**config.mk**
```make
export PLATFORM = sky130hd
export DESIGN_NAME = mmio_controller
export DESIGN_NICKNAME = d
export VERILOG_FILES = /design/src/rtl/mmio_pkg.sv /design/src/rtl/mmio_controller_btn_fifo.sv /design/src/rtl/mmio_controller.sv
export SDC_FILE = /design/constraint.sdc
export NUM_CORES = 1
export LEC_CHECK = 0
export CAP_MARGIN = 20
export CORE_MARGIN = 1.5
export CORE_UTILIZATION = 44
export CTS_CLUSTER_SIZE = 14
export DETAILED_ROUTE_END_ITERATION = 6
export GPL_ROUTABILITY_DRIVEN = 1
export PLACE_DENSITY = 0.71
export SLEW_MARGIN = 0
export SYNTH_ARGS = -nofsm -noshare
export SYNTH_HDL_FRONTEND = slang
export SYNTH_SLANG_ARGS = --single-unit
export TNS_END_PERCENT = 30
```
**constraint.sdc**
```tcl
create_clock -name clock -period 10.1 [get_ports clock]
set_clock_uncertainty 0.05 [all_clocks]
set_input_delay 1.01 -clock clock [delete_from_list [all_inputs] [get_ports clock]]
set_output_delay 1.01 -clock clock [all_outputs]
set_load 0.01 [all_outputs]
```
**src/rtl/mmio_pkg.sv**
```systemverilog
// Shared address map, status bit positions and button code type for the MMIO controller.
package mmio_pkg;

  localparam logic [11:0] ADDR_BTN    = 12'd0;
  localparam logic [11:0] ADDR_DONE   = 12'd1;
  localparam logic [11:0] ADDR_COMMIT = 12'd2;
  localparam logic [11:0] ADDR_STATUS = 12'd3;
  localparam logic [11:0] ADDR_FRAME  = 12'd4;
  localparam logic [11:0] ADDR_X      = 12'd300;
  localparam logic [11:0] ADDR_Y      = 12'd400;

  localparam int unsigned ST_NONEMPTY = 0;
  localparam int unsigned ST_CNT_LSB  = 1;
  localparam int unsigned ST_OVF      = 5;
  localparam int unsigned ST_COMMIT   = 6;
  localparam int unsigned ST_DONE     = 7;

  typedef logic [2:0] btn_code_t;

  function automatic logic is_io_addr(input logic [11:0] a);
    return a inside {ADDR_BTN, ADDR_DONE, ADDR_COMMIT, ADDR_STATUS,
                     ADDR_FRAME, ADDR_X, ADDR_Y};
  endfunction

endpackage

```
**src/rtl/mmio_controller_btn_fifo.sv**
```systemverilog
// Button event store: circular DEPTH-entry queue with MMIO_BTN_FIFO_EN, otherwise a
// single-entry latch where a new code overwrites an unread one.
module btn_fifo
  import mmio_pkg::*;
#(
  parameter  int unsigned DEPTH = 4,
  localparam int unsigned CNT_W = $clog2(DEPTH + 1)
) (
  input  logic             clk,
  input  logic             rst,
  input  logic             push_i,
  input  logic             pop_i,
  input  btn_code_t        din_i,
  output btn_code_t        dout_o,
  output logic             empty_o,
  output logic             full_o,
  output logic [CNT_W-1:0] count_o
);

`ifdef MMIO_BTN_FIFO_EN
  localparam int unsigned PTR_W = (DEPTH > 1) ? $clog2(DEPTH) : 1;

  btn_code_t        mem_q [DEPTH];
  logic [PTR_W-1:0] wr_ptr_q, rd_ptr_q;
  logic [CNT_W-1:0] cnt_q, cnt_d;
  logic             do_push, do_pop;

  assign empty_o = (cnt_q == '0);
  assign full_o  = (cnt_q == CNT_W'(DEPTH));
  assign count_o = cnt_q;
  assign dout_o  = mem_q[rd_ptr_q];

  // A pop frees a slot in the same cycle, so push-when-full still lands if popping.
  assign do_pop  = pop_i & ~empty_o;
  assign do_push = push_i & (~full_o | do_pop);

  always_comb begin
    cnt_d = cnt_q;
    if (do_push && !do_pop)      cnt_d = cnt_q + 1'b1;
    else if (!do_push && do_pop) cnt_d = cnt_q - 1'b1;
  end

  always_ff @(posedge clk or posedge rst) begin
    if (rst) begin
      wr_ptr_q <= '0;
      rd_ptr_q <= '0;
      cnt_q    <= '0;
    end else begin
      if (do_push) wr_ptr_q <= wr_ptr_q + 1'b1;
      if (do_pop)  rd_ptr_q <= rd_ptr_q + 1'b1;
      cnt_q <= cnt_d;
    end
  end

  always_ff @(posedge clk) begin
    if (do_push) mem_q[wr_ptr_q] <= din_i;
  end
`else
  btn_code_t data_q;
  logic      valid_q;

  assign empty_o = ~valid_q;
  assign full_o  = valid_q;
  assign count_o = CNT_W'(valid_q);
  assign dout_o  = data_q;

  always_ff @(posedge clk or posedge rst) begin
    if (rst) begin
      data_q  <= '0;
      valid_q <= 1'b0;
    end else if (push_i) begin
      data_q  <= din_i;
      valid_q <= 1'b1;
    end else if (pop_i) begin
      valid_q <= 1'b0;
    end
  end
`endif

endmodule

```
**src/rtl/mmio_controller.sv**
```systemverilog
// MMIO decode, button queue, double-buffered sprite coordinates, game_done and frame counter.
// Queue depth behaviour selected by MMIO_BTN_FIFO_EN (see btn_fifo).
module mmio_controller
  import mmio_pkg::*;
#(
  parameter int unsigned BTN_DEPTH = 4
) (
  input  logic        clock,
  input  logic        reset,
  input  logic        wren,
  input  logic        mem_read,
  input  logic [11:0] address_dmem,
  input  logic [31:0] data,
  input  logic [31:0] ram_q,
  output logic        ram_wren,
  output logic [31:0] q_dmem,
  input  logic [2:0]  button_code,
  input  logic        button_valid,
  input  logic        vblank_start,
  output logic [31:0] x_values,
  output logic [31:0] y_values,
  output logic        game_done
);

  localparam int unsigned CNT_W = $clog2(BTN_DEPTH + 1);

  logic             io_hit;
  logic             wr_done, wr_commit, wr_x, wr_y, rd_btn, rd_status;
  logic             btn_push, btn_drop, btn_empty, btn_full;
  btn_code_t        btn_head;
  logic [CNT_W-1:0] btn_count;
  logic [31:0]      status;

  logic        io_sel_q, io_sel_d;
  logic [31:0] io_rdata_q, io_rdata_d;
  logic [31:0] x_shadow_q, x_shadow_d, y_shadow_q, y_shadow_d;
  logic [31:0] x_values_q, x_values_d, y_values_q, y_values_d;
  logic [31:0] frame_q, frame_d;
  logic        done_q, done_d, commit_q, commit_d, ovf_q, ovf_d;

  assign io_hit    = is_io_addr(address_dmem);
  assign ram_wren  = wren & ~io_hit;
  assign wr_done   = wren & (address_dmem == ADDR_DONE) & data[0];
  assign wr_commit = wren & (address_dmem == ADDR_COMMIT);
  assign wr_x      = wren & (address_dmem == ADDR_X);
  assign wr_y      = wren & (address_dmem == ADDR_Y);
  assign rd_btn    = mem_read & (address_dmem == ADDR_BTN);
  assign rd_status = mem_read & (address_dmem == ADDR_STATUS);
  assign btn_push  = button_valid & (button_code != '0);
  assign btn_drop  = btn_push & btn_full & ~rd_btn;

  btn_fifo #(.DEPTH(BTN_DEPTH)) u_btn_fifo (
    .clk     (clock),
    .rst     (reset),
    .push_i  (btn_push),
    .pop_i   (rd_btn),
    .din_i   (button_code),
    .dout_o  (btn_head),
    .empty_o (btn_empty),
    .full_o  (btn_full),
    .count_o (btn_count)
  );

  // Count field is 4 bits wide; a full 16-deep queue reads back as 0 with nonempty set.
  always_comb begin
    status                     = '0;
    status[ST_NONEMPTY]        = ~btn_empty;
    status[ST_CNT_LSB +: 4]    = 4'(btn_count);
    status[ST_OVF]             = ovf_q;
    status[ST_COMMIT]          = commit_q;
    status[ST_DONE]            = done_q;
  end

  always_comb begin
    io_sel_d   = mem_read & io_hit;
    io_rdata_d = '0;
    case (address_dmem)
      ADDR_BTN:    io_rdata_d = btn_empty ? '0 : {29'b0, btn_head};
      ADDR_DONE:   io_rdata_d = {31'b0, done_q};
      ADDR_STATUS: io_rdata_d = status;
      ADDR_FRAME:  io_rdata_d = frame_q;
      ADDR_X:      io_rdata_d = x_shadow_q;
      ADDR_Y:      io_rdata_d = y_shadow_q;
      default:     io_rdata_d = '0;
    endcase

    x_shadow_d = wr_x ? data : x_shadow_q;
    y_shadow_d = wr_y ? data : y_shadow_q;
    x_values_d = x_values_q;
    y_values_d = y_values_q;
    // Commit copies the pre-write shadows; a commit write at vblank waits for the next one.
    if (vblank_start && commit_q) begin
      x_values_d = x_shadow_q;
      y_values_d = y_shadow_q;
    end
    commit_d = (commit_q & ~vblank_start) | wr_commit;
    frame_d  = frame_q + {31'b0, vblank_start};
    done_d   = done_q | wr_done;
    ovf_d    = (ovf_q & ~rd_status) | btn_drop;
  end

  always_ff @(posedge clock or posedge reset) begin
    if (reset) begin
      io_sel_q   <= 1'b0;
      io_rdata_q <= '0;
      x_shadow_q <= '0;
      y_shadow_q <= '0;
      x_values_q <= '0;
      y_values_q <= '0;
      frame_q    <= '0;
      done_q     <= 1'b0;
      commit_q   <= 1'b0;
      ovf_q      <= 1'b0;
    end else begin
      io_sel_q   <= io_sel_d;
      io_rdata_q <= io_rdata_d;
      x_shadow_q <= x_shadow_d;
      y_shadow_q <= y_shadow_d;
      x_values_q <= x_values_d;
      y_values_q <= y_values_d;
      frame_q    <= frame_d;
      done_q     <= done_d;
      commit_q   <= commit_d;
      ovf_q      <= ovf_d;
    end
  end

  assign q_dmem    = io_sel_q ? io_rdata_q : ram_q;
  assign x_values  = x_values_q;
  assign y_values  = y_values_q;
  assign game_done = done_q;

endmodule

```
== Yosys cells after proc, flatten, opt, wreduce, memory -nomap -nowiden ==
Cells that the tools add are included.
Word-level totals
  logic and storage cells: 50
  input bits: 85
  register bits: 200
  output and inout port bits: 98
Cells by class
  $add $sub $neg: 1
  muxes and demuxes: 5
  reductions and logical operators: 5
  bitwise logic cells: 21
  equality and inequality tests: 6
Operators with widths (number)
  $pmux W32 S6: 1
  $add A32 B1 Y32: 1
  $mux W32: 1
  $eq A12 B2 Y1 const B: 2
  $eq A12 B9 Y1 const B: 2
  $and A1 B1 Y1: 14
  $eq A12 B1 Y1 const B: 1
  $eq A12 B3 Y1 const B: 1
  $logic_not A12 Y1: 1
  $reduce_bool A7 Y1: 1
  $not A1 Y1: 4
  $mux W3: 1
  $or A1 B1 Y1: 3
  $reduce_bool A3 Y1: 1
  $mux W1: 2
  $reduce_bool A2 Y1: 1
  $logic_and A1 B1 Y1: 1

== Logic depth before layout (Yosys ltp) ==
Gate-level depths: netlist of run 1.
  depth in word-level cells: 5
  mapped depth: 7
  mapped depth without buffers: 6

== By module ==
A second synthesis of run 1 with hierarchy kept.
Unflattened totals
  cell total of the unflattened synthesis: 612
  area total of the unflattened synthesis: 8435.6 µm²
By module, submodules not included
  mmio_controller: seq. area each 4904.7 µm², instances 1, area an instance 8260.4 µm², cells each 598
  btn_fifo: seq. area each 100.1 µm², instances 1, area an instance 175.2 µm², cells each 14

== Worst setup path before layout of run 1 ==
OpenSTA, ideal clock, no wires.
  kind: input to output
  start: input address_dmem[6]
  end: output ram_wren
  arrival time: 2462 ps
  setup slack: 6578 ps
  stages: 5
  data required time: 9040 ps
  buffers on the path: 1
  cells stage by stage: or4_4 -> buf_6 -> nor4b_4 -> nor4_1 -> and2_1
On the way
  cells in the longest elaborated chain, start to end: 4
  elaborated cells on any way between the ends: 10
  those cells by class: eq/ne: 6; bitwise: 2; reduce/logical: 2
RTL lines
  from (decl): RTL line mmio_controller.sv:12  | input logic [11:0] address_dmem,
  $eq A12 B1 Y1 (tied with other cells): RTL line mmio_pkg.sv:21  | return a inside {ADDR_BTN, ADDR_DONE, ADDR_COMMIT, ADDR_STATUS,
  $reduce_bool A7 Y1 (*): RTL line mmio_pkg.sv:21
  $not A1 Y1 (*): RTL line mmio_controller.sv:42  | assign ram_wren = wren & ~io_hit;
  $and A1 B1 Y1 (*): RTL line mmio_controller.sv:42
  to (decl): RTL line mmio_controller.sv:15  | output logic ram_wren,
Mark *: on every way between the ends. The rest lies on a longest branch, timed or not.

== Final worst setup path of run 1 ==
  start: input address_dmem[5]
  end: output ram_wren
The elaborated chain is that of the path after synthesis.

==> results of run 1 <==
routing by layer:
layer / part of all wire, % / vias up / track usage, %
li1: - / 2582 / -
met1: 43 / 2867 / 26.5
met2: 50 / 201 / 34.3
met3: 6.3 / 19 / 5.50
met4: 1.1 / 0 / 5.05
met5: 0 / - / 0
stage by stage:
stage | hold WS, ps | instances | util (%) | power (uW) | area, um^2
after detailed placement | 415 | 1029 | 55.7 | 961 | 10500
after global placement | 412 | 1029 | 55.7 | 958 | 10500
after floorplan | 387 | 612 | - | 893 | 8480
final | 430 | 1061 | 58.8 | 1610 | 11100
after global routing | 450 | 1061 | 58.8 | 1670 | 11100
after CTS | 436 | 1061 | 58.8 | 1630 | 11100
worst max path at each step:
stage | startpoint | endpoint | slack [ps]
6_report | address_dmem[5] | ram_wren | 5380
5_1_grt | address_dmem[5] | ram_wren | 5240
4_1_cts | address_dmem[5] | ram_wren | 5390
3_5_place_dp | address_dmem[5] | ram_wren | 5390
3_3_place_gp | address_dmem[5] | ram_wren | 5430
2_1_floorplan | reset | commit_q$_DFF_PP0_ | 3590
layout by cell type (no fill, tap or decap), drive strengths merged, types with 2 or more instances in the layout:
| master | n |
|---|---|
| clkdlybuf4s50 | 182 |
| o21ai | 2 |
| mux2 | 161 |
| or3 | 2 |
| nand3 | 13 |
| clkbuf | 22 |
| and4 | 7 |
| nand4 | 14 |
| or4 | 2 |
| inv | 39 |
| a21o | 2 |
| a22oi | 2 |
| ha | 2 |
| dfrtp | 200 |
| a222oi | 26 |
| buf | 6 |
| nor2 | 10 |
| bufinv | 2 |
| nor4 | 12 |
| xnor2 | 14 |
| and3 | 4 |
| nor3 | 9 |
| xor2 | 16 |
| clkinvlp | 5 |
| nand2 | 26 |
| a32oi | 4 |
| o211ai | 3 |
where the power goes:
part	internal [uW]	leakage [uW]	switching [uW]
clock network	373	0.000263	292
logic	58.7	0.00231	45.5
registers	816	0.00274	24.4
total	1250	0.00531	362
cells in the mapped netlist (all sizes together) (3+ instances only):
| cell type | instances |
|---|---|
| nand3 | 13 |
| nor3 | 9 |
| a32oi | 4 |
| nand2 | 26 |
| xnor2 | 14 |
| clkbuf | 12 |
| nor4 | 12 |
| nor2 | 10 |
| mux2 | 161 |
| a222oi | 26 |
| dfrtp | 200 |
| inv | 37 |
| xor2 | 16 |
| and3 | 4 |
| and4 | 7 |
| nand4 | 14 |
| buf | 19 |
| o211ai | 3 |
layout make-up:
class	count	area [um^2]	share of cell area, %
clock buffers	22	454	4.10
clock inverters	10	120	1.09
inverters	37	146	1.32
multi-input cells	344	3150	28.5
flip-flops and latches	200	5010	45.2
well taps	260	325	2.94
repair buffers	188	1870	16.9
registers in the layout, indices dropped and copies added, names as in the netlist:
signal / flops
commit_q: 1
frame_q: 32
game_done: 1
io_rdata_q: 32
io_sel_q: 1
ovf_q: 1
u_btn_fifo.dout_o: 3
u_btn_fifo.full_o: 1
x_shadow_q: 32
x_values: 32
y_shadow_q: 32
y_values: 32
kinds of logic (layout without fill, tap and decap cells):
| kind of cell | count (synthesis) | in the layout | synth area share (%) |
|---|---|---|---|
| DFF | 200 | 200 | 59.0 |
| muxes | 161 | 161 | 21.4 |
| and+or+nand+nor | 106 | 106 | 7.51 |
| buffers and inverters | 68 | 257 | 3.94 |
| AOI/OAI and AO/OA | 45 | 45 | 4.81 |
| xor gates and xnor gates | 30 | 30 | 3.10 |
| adders and majority gates | 2 | 2 | 0.295 |
==> results.py, run 1 <==
metrics = {
    "run_status": {
        "status": "complete, but fails checks",
        "violations": "DRC",
    },
    "yosys": {
        "syn_inst": 612,
        "netlist.top_cell.by_area": "dfrtp_1",
        "yosysWarningCount": 0,
        "synth-edff-count": 0,
        "ys_top_cells_by_area": "dfrtp_1, mux2_2, mux2_1",
        "ys_seq_area_share_pct": 59.0,
        "synth_seq_cells": 200,
        "yosysUniqueCellTypes": 46,
        "avgSynthCellArea_um2": 13.9,
        "postSynth.asyncResetShare_pct": 100,
        "yosys.area.top_type_share_pct": 59.0,
        "synth.cell_area_um2": 8480,
        "syn_nets": 699,
        "ys.flop_type": "dfrtp_1",
    },
    "min_path": {
        "hp-class": "flop to flop",
        "holdPathStages": 1,
        "min_to": "frame_q[31]$_DFF_PP0_",
        "min_from": "frame_q[31]$_DFF_PP0_",
    },
    "detailed_routing": {
        "route.detailed.drc": 5,
        "vias": 5669,
        "wl_per_cell_um": 18.6,
        "drtIter0Drc": 406,
        "antenna_left": 0,
        "viasPerCell": 5.34,
        "dr.pass1.iters": 7,
        "wl_mm": 19.7,
    },
    "clock_tree": {
        "cts_resized": 0,
        "cts_tree": "yes",
        "clkSinkCount": 200,
        "clk_pin_slew_worst_paths_ps": 70,
        "htree_levels": 4,
        "clk_path_buf_depth": 2,
        "cts-root-buf": "clkbuf_16",
        "cts_hold_buf": 0,
        "numCtsBuffers": 17,
        "cts_setup_buffers": 0,
        "clk_latency_ps": 430,
    },
    "place": {
        "place_hpwl_mm": 13.6,
        "io_buffers": 182,
        "dp_slack_ps": 5390,
        "gp_congestion": 0.871,
    },
    "timing": {
        "tns_ps": 0,
        "timing.final.crit_share_pct": 46.7,
        "setup_ws_ps": 5380,
        "fin_crit_ps": 4720,
        "worst_slew_pin_slew_ps": 968,
        "finalHoldViolations": 0,
        "setup_viol": 0,
        "max_slew_margin_pct": 35.5,
        "grt_setup_unrepaired": "no",
        "fmax_mhz": 212,
        "maxSlewViolCount": 0,
    },
    "finish": {
        "final_layout_size_suffix_gt1_share_pct": 22.1,
        "syn2layout_area_growth_pct": 30.5,
        "fillerInstances": 1487,
        "final_nets": 875,
        "insertedDiodeCount": 0,
    },
    "floorplanning": {
        "start_util_pct": 45.1,
        "core_area_um2": 18800,
        "ioPinCount": 183,
        "die_area_um2": 20100,
        "row_count": 50,
        "die_width_um": 142,
        "die_h_um": 142,
    },
    "global_routing": {
        "grt_max_degree": 126,
        "grt_pass1_vias": 5870,
        "antenna_found_initial": 0,
        "grt_pass1_wl_mm": 31.8,
        "overflow": 0,
        "grt_usage_pct": 20.5,
    },
    "worst_setup_path": {
        "critPathMaxStageDelay_ps": 610,
        "reg2reg_to": "x_values[0]$_DFFE_PP0P_",
        "rr_startpoint": "commit_q$_DFF_PP0_",
        "arrival_ps": 3660,
        "critPathSlowestCell": "clkdlybuf4s50_1",
        "path_cells": "clkdlybuf4s50_1 -> or3_1 -> nor4_4 -> buf_4 -> nor4_1 -> and2_1 -> clkdlybuf4s50_1",
        "path_depth": 7,
        "start_kind": "input port",
        "crit_family": "buffers and inverters",
        "cp_common_cell": "clkdlybuf4s50_1",
        "reg2reg_depth": 3,
        "crit_type": "input port to primary output",
        "cp-end-kind": "primary output",
        "cp.required_ps": 9040,
        "cp_max_fo": 27,
        "reg2reg_slack_ps": 7980,
        "critPathBufInv": 3,
    },
    "pwr": {
        "ir_drop_uv": 123,
        "p_per_area_nw_per_um2": 145,
        "p_leak_uw": 0.00531,
    },
    "flow_run": {
        "cap_viol_max_count": 0,
    },
}
Note: power is estimated with default switching activity, not from simulation.
==> run 2: changes to the inputs <==
==> constraint.sdc (replaced) <==
create_clock -name clock -period 4.75 [get_ports clock]
set_clock_uncertainty 0.05 [all_clocks]
set_input_delay 0.475 -clock clock [delete_from_list [all_inputs] [get_ports clock]]
set_output_delay 0.475 -clock clock [all_outputs]
set_load 0.01 [all_outputs]
==> run 2 against run 1 <==
Net effect:
- wire length is 0.69% lower
- combinational power is 110% higher
- highest routed layer unchanged
- via count fell by 0.48%
- critical path depth unchanged
- design area increased by 0.64%
- the flow still finishes with violations (DRC)
- hold slack improved by 13 ps
- clock-buffer cell count is 5 lower
- core utilization rose by 0.38 points
==> results.py, run 2 (synthesized netlist as in run 1, its figures left out) <==
metrics = {
    "timing": {
        "setup_ws_ps": 1130,
        "tns_ps": 0,
        "maxSlewViolCount": 0,
        "fmax_mhz": 276,
        "timing.final.crit_share_pct": 76.2,
        "fin_crit_ps": 3620,
        "setup_viol": 0,
        "worst_slew_pin_slew_ps": 1080,
        "max_slew_margin_pct": 28.2,
        "grt_setup_unrepaired": "no",
        "finalHoldViolations": 0,
    },
    "worst_setup_path": {
        "arrival_ps": 3100,
        "setup.worst_path.start": "address_dmem[5]",
        "reg2reg_slack_ps": 2600,
        "cp.required_ps": 4220,
        "reg2reg_depth": 3,
        "rr_startpoint": "commit_q$_DFF_PP0_",
        "worstSetupEndpoint": "ram_wren",
        "start_kind": "input port",
        "reg2reg_to": "y_values[24]$_DFFE_PP0P_",
        "cp_max_fo": 27,
        "crit_type": "input port to primary output",
        "cp-end-kind": "primary output",
    },
    "clock_tree": {
        "clkSinkCount": 200,
        "cts_resized": 0,
        "clk_pin_slew_worst_paths_ps": 70,
        "cts_tree": "yes",
        "cts_setup_buffers": 0,
        "cts_hold_buf": 0,
        "htree_levels": 4,
        "clk_latency_ps": 430,
        "clk_path_buf_depth": 2,
        "numCtsBuffers": 17,
        "cts-root-buf": "clkbuf_16",
    },
    "floorplanning": {
        "ioPinCount": 183,
        "die_width_um": 142,
        "row_count": 50,
        "start_util_pct": 45.1,
        "die_area_um2": 20100,
        "die_h_um": 142,
        "core_area_um2": 18800,
    },
    "pwr": {
        "p_per_area_nw_per_um2": 318,
        "ir_drop_uv": 241,
        "power.total_uw": 3550,
        "p_leak_uw": 0.00535,
    },
    "detailed_routing": {
        "dr.pass1.iters": 7,
        "wl_per_cell_um": 18.5,
        "wl_mm": 19.6,
        "antenna_left": 0,
        "vias": 5642,
        "drtIter0Drc": 422,
        "viasPerCell": 5.32,
        "route.detailed.drc": 1,
    },
    "run_status": {
        "violations": "DRC",
        "status": "complete, but fails checks",
    },
    "place": {
        "dp_slack_ps": 1130,
        "place_hpwl_mm": 13.3,
        "io_buffers": 182,
        "dpl_cell_area_um2": 10500,
        "gp_congestion": 0.874,
    },
    "finish": {
        "final_area_um2": 11100,
        "final_layout_size_suffix_gt1_share_pct": 22.6,
        "final_nets": 875,
        "layout_commonest_cell": "dfrtp_1",
        "final_cell_mix": "dfrtp_1, clkdlybuf4s50_1, mux2_2",
        "syn2layout_area_growth_pct": 31.3,
        "insertedDiodeCount": 0,
    },
    "global_routing": {
        "grt_pass1_wl_mm": 31.5,
        "overflow": 0,
        "antenna_found_initial": 0,
        "grt_pass1_vias": 5886,
        "grt_usage_pct": 20.2,
        "grt_max_degree": 201,
    },
    "min_path": {
        "min_from": "frame_q[13]$_DFF_PP0_",
        "hp-class": "flop to flop",
    },
    "flow_run": {
        "cap_viol_max_count": 0,
    },
}
[run 2: where the power goes]
part	switching (uW)	internal [uW]
Sequential	51.0	1730
Combinational	96.1	126
Clock	646	893
Total	793	2750
[run 2: area by class of cell]
type                       instances  area, um^2
clock buffer                      17         425
clock inverter                    15         211
fill                            1492        7690
inverter                          37         143
multi-input combinational        344        3150
sequential                       200        5010
tap                              260         325
timing repair buffer             188        1880
[run 2: per-stage QoR]
stage	utilization, %	hold WS [ps]	cells
after floorplan	-	387	612
after detailed placement	55.8	417	1029
final	59.2	443	1061
after global routing	59.2	458	1061
after CTS	59.2	441	1061
after global placement	55.8	412	1029
[run 2: worst min-delay path by stage]
stage,cells past startpoint,slack [ps],end
3_3_place_gp,1,410,frame_q[31]$_DFF_PP0_
3_5_place_dp,1,420,frame_q[31]$_DFF_PP0_
6_report,1,440,frame_q[13]$_DFF_PP0_
2_1_floorplan,2,390,u_btn_fifo.dout_o[2]$_DFFE_PP0P_
4_1_cts,1,440,frame_q[31]$_DFF_PP0_
5_1_grt,1,460,frame_q[13]$_DFF_PP0_
[run 2: critical path: stages]
cell and delay (ps):
clkdlybuf4s50_1 610, or3_1 560, nor4_4 290, buf_4 350, nor4_1 150, and2_1 190, clkdlybuf4s50_1 470
[run 2: metal layers]
metal | global-route usage (%) | vias up | routed length, um
met2 | 33.9 | 153 | 9830
met4 | 5.64 | 0 | 129
li1 | - | 2581 | -
met3 | 3.78 | 10 | 868
met1 | 27.1 | 2898 | 8760
met5 | 0 | - | 0
==> run 3: changes to the inputs <==
==> constraint.sdc (replaced) <==
create_clock -name clock -period 3.7 [get_ports clock]
set_clock_uncertainty 0.05 [all_clocks]
set_input_delay 0.37 -clock clock [delete_from_list [all_inputs] [get_ports clock]]
set_output_delay 0.37 -clock clock [all_outputs]
set_load 0.01 [all_outputs]
==> run 3 against run 2 <==
Net effect:
- the flow now finishes without violations
- register-to-register slack lost 1000 ps
- core utilization grew 0.54 points
- design area grew 0.92%
- sequential cell count is the same
- critical path depth is the same
- sequential share of layout area shrank 0.41 points
- clock power grew 25%
- power grew 27%
- via count grew 1.9%
- wire length grew 3.3%
- final cell count grew 0.94%
- non-clock buffer count grew 10
- critical path type unchanged
- critical endpoint unchanged
- largest power group unchanged
- highest routed layer unchanged
==> results.py, run 3 (synthesized netlist as in run 1, its figures left out) <==
metrics = {
    "clock_tree": {
        "numCtsBuffers": 17,
        "cts_resized": 0,
        "htree_levels": 4,
        "clkSinkCount": 200,
        "clk_pin_slew_worst_paths_ps": 70,
        "clk_latency_ps": 430,
        "clk_path_buf_depth": 2,
        "cts-root-buf": "clkbuf_16",
        "cts_hold_buf": 0,
        "cts_setup_buffers": 0,
        "cts_tree": "yes",
    },
    "worst_setup_path": {
        "start_kind": "input port",
        "worstSetupEndpoint": "ram_wren",
        "setup.worst_path.start": "address_dmem[5]",
        "cp.required_ps": 3280,
        "arrival_ps": 2700,
        "reg2reg_slack_ps": 1560,
        "reg2reg_depth": 6,
        "cp_max_fo": 12,
        "crit_type": "input port to primary output",
        "critPathSlowestCell": "clkdlybuf4s50_1",
        "reg2reg_to": "frame_q[26]$_DFF_PP0_",
        "rr_startpoint": "frame_q[0]$_DFF_PP0_",
        "cp-end-kind": "primary output",
        "cp_common_cell": "clkdlybuf4s50_1",
        "critPathMaxStageDelay_ps": 760,
        "path_cells": "clkdlybuf4s50_1 -> or3_1 -> nor3_2 -> buf_4 -> nor4_1 -> and2_1 -> clkdlybuf4s50_1",
    },
    "floorplanning": {
        "ioPinCount": 183,
        "row_count": 50,
        "die_area_um2": 20100,
        "start_util_pct": 45.1,
        "die_h_um": 142,
        "core_area_um2": 18800,
        "die_width_um": 142,
    },
    "place": {
        "gp_congestion": 0.849,
        "io_buffers": 182,
        "place_hpwl_mm": 14.2,
    },
    "finish": {
        "insertedDiodeCount": 0,
        "syn2layout_area_growth_pct": 32.5,
        "final_nets": 885,
        "final_layout_size_suffix_gt1_share_pct": 23.6,
        "fillerInstances": 1468,
        "multiInputGateArea_um2": 3150,
        "post-route-util_pct": 59.7,
        "seq_area_um2": 5010,
        "final_cell_mix": "dfrtp_1, clkdlybuf4s50_1, mux2_2",
        "layout_commonest_cell": "dfrtp_1",
    },
    "detailed_routing": {
        "viasPerCell": 5.37,
        "wl_per_cell_um": 18.9,
        "vias": 5750,
        "wl_mm": 20.2,
        "route.detailed.drc": 0,
        "drtIter0Drc": 507,
        "antenna_left": 0,
        "dr.pass1.iters": 6,
    },
    "global_routing": {
        "grt_pass1_vias": 6199,
        "antenna_found_initial": 0,
        "grt_pass1_wl_mm": 32.5,
        "grt_max_degree": 56,
        "overflow": 0,
        "grt_usage_pct": 20.9,
    },
    "timing": {
        "finalHoldViolations": 0,
        "maxSlewViolCount": 0,
        "setup_viol": 0,
        "worst_slew_pin_slew_ps": 845,
        "fin_crit_ps": 3120,
        "tns_ps": 0,
        "hold_slack_ps": 183,
        "grt_setup_unrepaired": "no",
        "max_slew_margin_pct": 43.4,
        "timing.final.crit_share_pct": 84.3,
        "fmax_mhz": 321,
    },
    "min_path": {
        "hp-class": "input port to async pin",
    },
    "run_status": {
        "status": "finished clean",
    },
    "flow_run": {
        "cap_viol_max_count": 0,
    },
    "pwr": {
        "p_leak_uw": 0.00541,
        "p_per_area_nw_per_um2": 402,
        "ir_drop_uv": 334,
    },
}
run 3: cell count changes in the layout (fill, tap and decap cells not counted), sizes merged:
| cell | previous run | this run |
|---|---|---|
| buf | 6 | 16 |
| inv | 41 | 42 |
| bufinv | 4 | 3 |
run 3: worst min-delay path by stage:
stage / startpoint / end / cells past startpoint
4_1_cts: frame_q[31]$_DFF_PP0_ / frame_q[31]$_DFF_PP0_ / 1
2_1_floorplan: u_btn_fifo.dout_o[2]$_DFFE_PP0P_ / u_btn_fifo.dout_o[2]$_DFFE_PP0P_ / 2
3_3_place_gp: frame_q[31]$_DFF_PP0_ / frame_q[31]$_DFF_PP0_ / 1
3_5_place_dp: frame_q[31]$_DFF_PP0_ / frame_q[31]$_DFF_PP0_ / 1
5_1_grt: reset / y_values[28]$_DFFE_PP0P_ / 2
6_report: reset / y_values[28]$_DFFE_PP0P_ / 2
run 3: cell type report:
cell class / count / share of cell area, %
clock buffer: 17 / 3.78
clock inverter: 15 / 1.68
inverter: 37 / 1.27
multi-input combinational: 344 / 28.0
sequential: 200 / 44.5
tap: 260 / 2.89
timing repair buffer: 198 / 17.8
run 3: where the power goes:
| group | switching, uW | internal [uW] |
|---|---|---|
| logic | 127 | 169 |
| clock network | 844 | 1080 |
| registers | 66.5 | 2230 |
run 3: metal layers:
| metal | share of wire, % | vias to the layer above | global-route usage (%) |
|---|---|---|---|
| li1 | - | 2603 | - |
| met1 | 43 | 2935 | 27.0 |
| met2 | 50 | 190 | 35.3 |
| met3 | 5.3 | 22 | 4.12 |
| met4 | 1.8 | 0 | 6.89 |
| met5 | 0 | - | 0 |
run 3: critical path, delay by kind of cell:
family / cells / cell delay [ps]
and+or+nand+nor: 4 / 860
buffers and inverters: 3 / 1460
run 3: through the flow:
stage,cells,area (um^2),worst slack [ps],total power [uW]
floorplan,612,8490,692,2440
CTS,1070,11200,577,4550
global placement,1038,10600,643,2620
finish,1071,11200,581,4510
detailed placement,1038,10600,595,2630
global route,1071,11200,435,4670
==> patch 1: new RTL, settings of run 3 <==
The option `MMIO_BTN_FIFO_EN` is turned on by a define.
--- a/src/rtl/mmio_controller_btn_fifo.sv
+++ b/src/rtl/mmio_controller_btn_fifo.sv
@@ -1,5 +1,7 @@
 // Button event store: circular DEPTH-entry queue with MMIO_BTN_FIFO_EN, otherwise a
 // single-entry latch where a new code overwrites an unread one.
+`define MMIO_BTN_FIFO_EN
+
 module btn_fifo
   import mmio_pkg::*;
 #(
Behaviour: not the same (a bounded check fails within 4 cycles, from zero or initial values and one cycle with reset high).
==> patch 1 against run 3 <==
Synthesized area increased by 8.5%; combinational power increased by 56%; routed wire length increased by 4.9%; sequential cell count increased by 15; design area increased by 7.1%; global-route usage decreased by 1.2 points; sequential power increased by 13%; sequential share of layout area increased by 0.65 points; worst setup slack improved by 0.15 ns; die area increased by 8.3%; power increased by 15%.
==> patch 1: results <==
set metrics [dict create \
    syn_nets 742 \
    root_buffer "clkbuf_16" \
    h-tree-depth 1 \
    p_leak_nw 5.78 \
    ys_top_cells_by_count "203 x dfrtp_1, 132 x mux2_2, 33 x inv_1" \
    vias 5979 \
    crit_start "address_dmem[3]" \
    crit_arrival_ns 2.55 \
    post-route-min-period_ns 2.97 \
    cts.path.max_buffers 3 \
    synthCells 649 \
    peakVddDrop_mv 0.285 \
    placed_cell_area_sq_um 11300 \
    synth-edff-count 12 \
    reg2reg_slack_ns 1.32 \
    worst_skew_pair.late_latency_ns 0.50 \
    drtIter0Drc 369 \
    layout-drive-gt1-share_pct 25.9 \
    dp.cells 1074 \
    outcome "completed" \
    slew_headroom_pct 36.2 \
    whs_ns 0.343 \
    r2r_end "u_btn_fifo.count_o[2]" \
    antenna_found_initial 1 \
    reg2reg_from "u_btn_fifo.count_o[0]" \
    grt_max_degree 103 \
    post_cts_resized 0 \
    firstDrtPassIters 6 \
    grt_usage_pct 19.6 \
    viasPerCell 5.37 \
    totalWireLength_mm 21.2 \
    yosys.area.top_type "dfrtp_1" \
    p_sw_share_pct 23.3 \
    cts_made_buffers 22 \
    dp_slack_ns 0.536 \
    nets 921 \
    synth-seq-area-share_pct 59.1 \
    io_buffers 182 \
    synth.area.top_cells "dfrtp_1 55%, mux2_2 16%, mux2_4 4.9%" \
    grt_pass1_vias 6372 \
    dp_hpwl_mm 14.4 \
    gp_congestion 0.845 \
    grt_pass1_wl_mm 34.3 \
    cts_setup_buffers 0 \
    crit_fanout 9 \
    synthArstFlopShare_pct 94.4 \
    reg2reg_depth 9 \
]
[patch 1: worst max path at each step]
stage	to	depth (start not counted)
final	ram_wren	6
after global routing	ram_wren	6
after CTS	ram_wren	6
after detailed placement	u_btn_fifo.count_o[2]	11
after global placement	u_btn_fifo.count_o[2]	11
after floorplan	commit_q	1
[patch 1: power groups by stage]
stage	Combinational (mW)	Clock, mW	Sequential [mW]
after floorplan	0.246	0	2.58
after global placement	0.439	0	2.61
after detailed placement	0.466	0	2.62
after CTS	0.468	2.22	2.58
after global routing	0.509	2.32	2.59
final	0.462	2.17	2.58
[patch 1: critical path, stage by stage]
cell and delay, ns:
clkdlybuf4s50_1 0.69, or4bb_1 0.60, nor3_1 0.18, o21a_1 0.18, nor3b_1 0.05, clkdlybuf4s50_1 0.48
[patch 1: kinds of logic after synthesis]
| logic type | Yosys count | synth area share, % |
|---|---|---|
| flip-flops | 215 | 59.1 |
| multiplexers | 165 | 21.8 |
| AND/OR/NAND/NOR | 109 | 6.80 |
| buffers and inverters | 68 | 3.11 |
| AO/OA/AOI/OAI | 48 | 4.60 |
| XOR/XNOR | 36 | 3.43 |
| adder cells (fa/ha/maj) | 8 | 1.17 |
[patch 1: layer usage]
layer	track usage [%]	wire length [microns]	share of wire, %	vias to the layer above
li1	-	-	-	2723
met1	27.1	9350	44	3006
met2	32.3	10100	48	219
met3	3.64	1390	6.5	31
met4	4.70	374	1.8	0
met5	0	0	0	-
[patch 1: area by class of cell]
class / count / area (sq um)
tap: 270 / 338
inverter: 33 / 128
clock buffer: 32 / 681
timing repair buffer: 190 / 1920
fill: 1588 / 8320
antenna: 1 / 2.50
clock inverter: 7 / 40.0
multi-input combinational: 366 / 3500
sequential: 215 / 5440
==> patch 2: new RTL, flow settings as in run 3 <==
Made on the original files. Register the outputs `ram_wren` and `q_dmem`, cleared by the reset; this adds one clock of latency there. The other outputs are not delayed to match.
--- a/src/rtl/mmio_controller.sv
+++ b/src/rtl/mmio_controller.sv
@@ -39,7 +39,6 @@
   logic        done_q, done_d, commit_q, commit_d, ovf_q, ovf_d;
 
   assign io_hit    = is_io_addr(address_dmem);
-  assign ram_wren  = wren & ~io_hit;
   assign wr_done   = wren & (address_dmem == ADDR_DONE) & data[0];
   assign wr_commit = wren & (address_dmem == ADDR_COMMIT);
   assign wr_x      = wren & (address_dmem == ADDR_X);
@@ -125,7 +124,15 @@
     end
   end
 
-  assign q_dmem    = io_sel_q ? io_rdata_q : ram_q;
+  always_ff @(posedge clock or posedge reset) begin
+    if (reset) begin
+      ram_wren <= '0;
+      q_dmem   <= '0;
+    end else begin
+      ram_wren <= wren & ~io_hit;
+      q_dmem   <= io_sel_q ? io_rdata_q : ram_q;
+    end
+  end
   assign x_values  = x_values_q;
   assign y_values  = y_values_q;
   assign game_done = done_q;
Check against the original RTL: not equivalent (a bounded check fails within 4 cycles, from zero or initial values and one cycle with reset high).
==> patch 2 against run 3 <==
Synthesized area rose by 11%; clock power rose by 18%; sequential cell count increased by 33; design area increased by 9.1%; critical endpoint is now x_shadow_q[25]; highest routed layer unchanged; die area increased by 10%; final cell count up 4.6%; register-to-register slack worse by 0.09 ns; largest power group unchanged; critical path depth shrank 2; routed wire length rose by 5.7%; power is 16% higher; worst setup slack improved by 0.62 ns.
==> patch 2: results <==
set metrics [dict create \
    routed-wl-met2_mm 10.8 \
    h-tree-depth 1 \
    drtIter0Drc 498 \
    firstDrtPassIters 5 \
    use_met2_pct 34.0 \
    syn_avg_cell_area_sq_um 14.7 \
    syn_nets 728 \
    p_sw_share_pct 21.3 \
    worst_skew_pair.late_latency_ns 0.51 \
    met1_length_mm 9.15 \
    grt_pass1_vias 6347 \
    slowest_delay_ns 0.56 \
    dp.cells 1077 \
    totalWireLength_mm 21.4 \
    crit_arrival_ns 2.82 \
    slew_headroom_pct 41.5 \
    cts_made_buffers 24 \
    yosys.cell_types.count 47 \
    critical-path-top-delay-family "simple AND/OR/NAND/NOR gates" \
    ys_top_cells_by_count "233 x dfrtp_1, 129 x mux2_2, 30 x mux2_4" \
    nets 915 \
    synth-seq-area-share_pct 62.1 \
    viasPerCell 5.39 \
    slowest_stage "and3_4" \
    grt_max_degree 123 \
    placed_cell_area_sq_um 11500 \
    wire_per_inst_microns 19.1 \
    gp_congestion 0.864 \
    outcome "completed" \
]
[patch 2: cell count changes after synthesis, moves of 5 or more]
cell / before / now
and3_1: 4 / 9
buf_4: 1 / 7
buf_6: 9 / 3
dfrtp_1: 200 / 233
inv_1: 37 / 29
mux2_1: 32 / 1
mux2_4: 0 / 30
nand2_1: 26 / 20
nand3_1: 13 / 21
nor2_1: 10 / 5
nor3_1: 8 / 3
nor4_1: 9 / 3
xnor2_1: 14 / 25
xor2_1: 16 / 5
[patch 2: power by group through the flow]
stage	registers, mW	clock network, mW	logic (mW)
6_report	2.67	2.28	0.306
3_3_place_gp	2.72	0	0.302
3_5_place_dp	2.72	0	0.310
2_1_floorplan	2.71	0	0.121
5_1_grt	2.68	2.44	0.338
4_1_cts	2.67	2.34	0.312
[patch 2: layout make-up]
type / count / area [sq um]
Fill cell: 1694 / 8690
Sequential cell: 233 / 5830
Multi-Input combinational cell: 348 / 3290
Timing Repair Buffer: 192 / 1930
Clock buffer: 40 / 742
Tap cell: 275 / 344
Inverter: 29 / 113
Clock inverter: 3 / 15.0
[patch 2: cell families (layout without fill, tap and decap cells)]
kind of cell             count (synthesis)  after routing  synth area share, %
AO/OA/AOI/OAI                           54             54                 4.87
adder cells (fa/ha/maj)                  2              2                0.266
AND/OR/NAND/NOR                        102            102                 6.59
XOR/XNOR                                30             30                 2.80
buffers and inverters                   60            264                 3.02
multiplexers                           160            160                 20.4
flip-flops                             233            233                 62.1
[patch 2: path summary, 6_finish.rpt]
path	endpoint	slack, ns
max in group asynchronous	q_dmem[11]	2.47
worst min register to register	q_dmem[29]	0.42
min in group clock	q_dmem[29]	0.42
worst max-delay path	x_shadow_q[25]	1.21
worst max register to register	frame_q[28]	1.47
worst min-delay path	y_shadow_q[27]	0.20
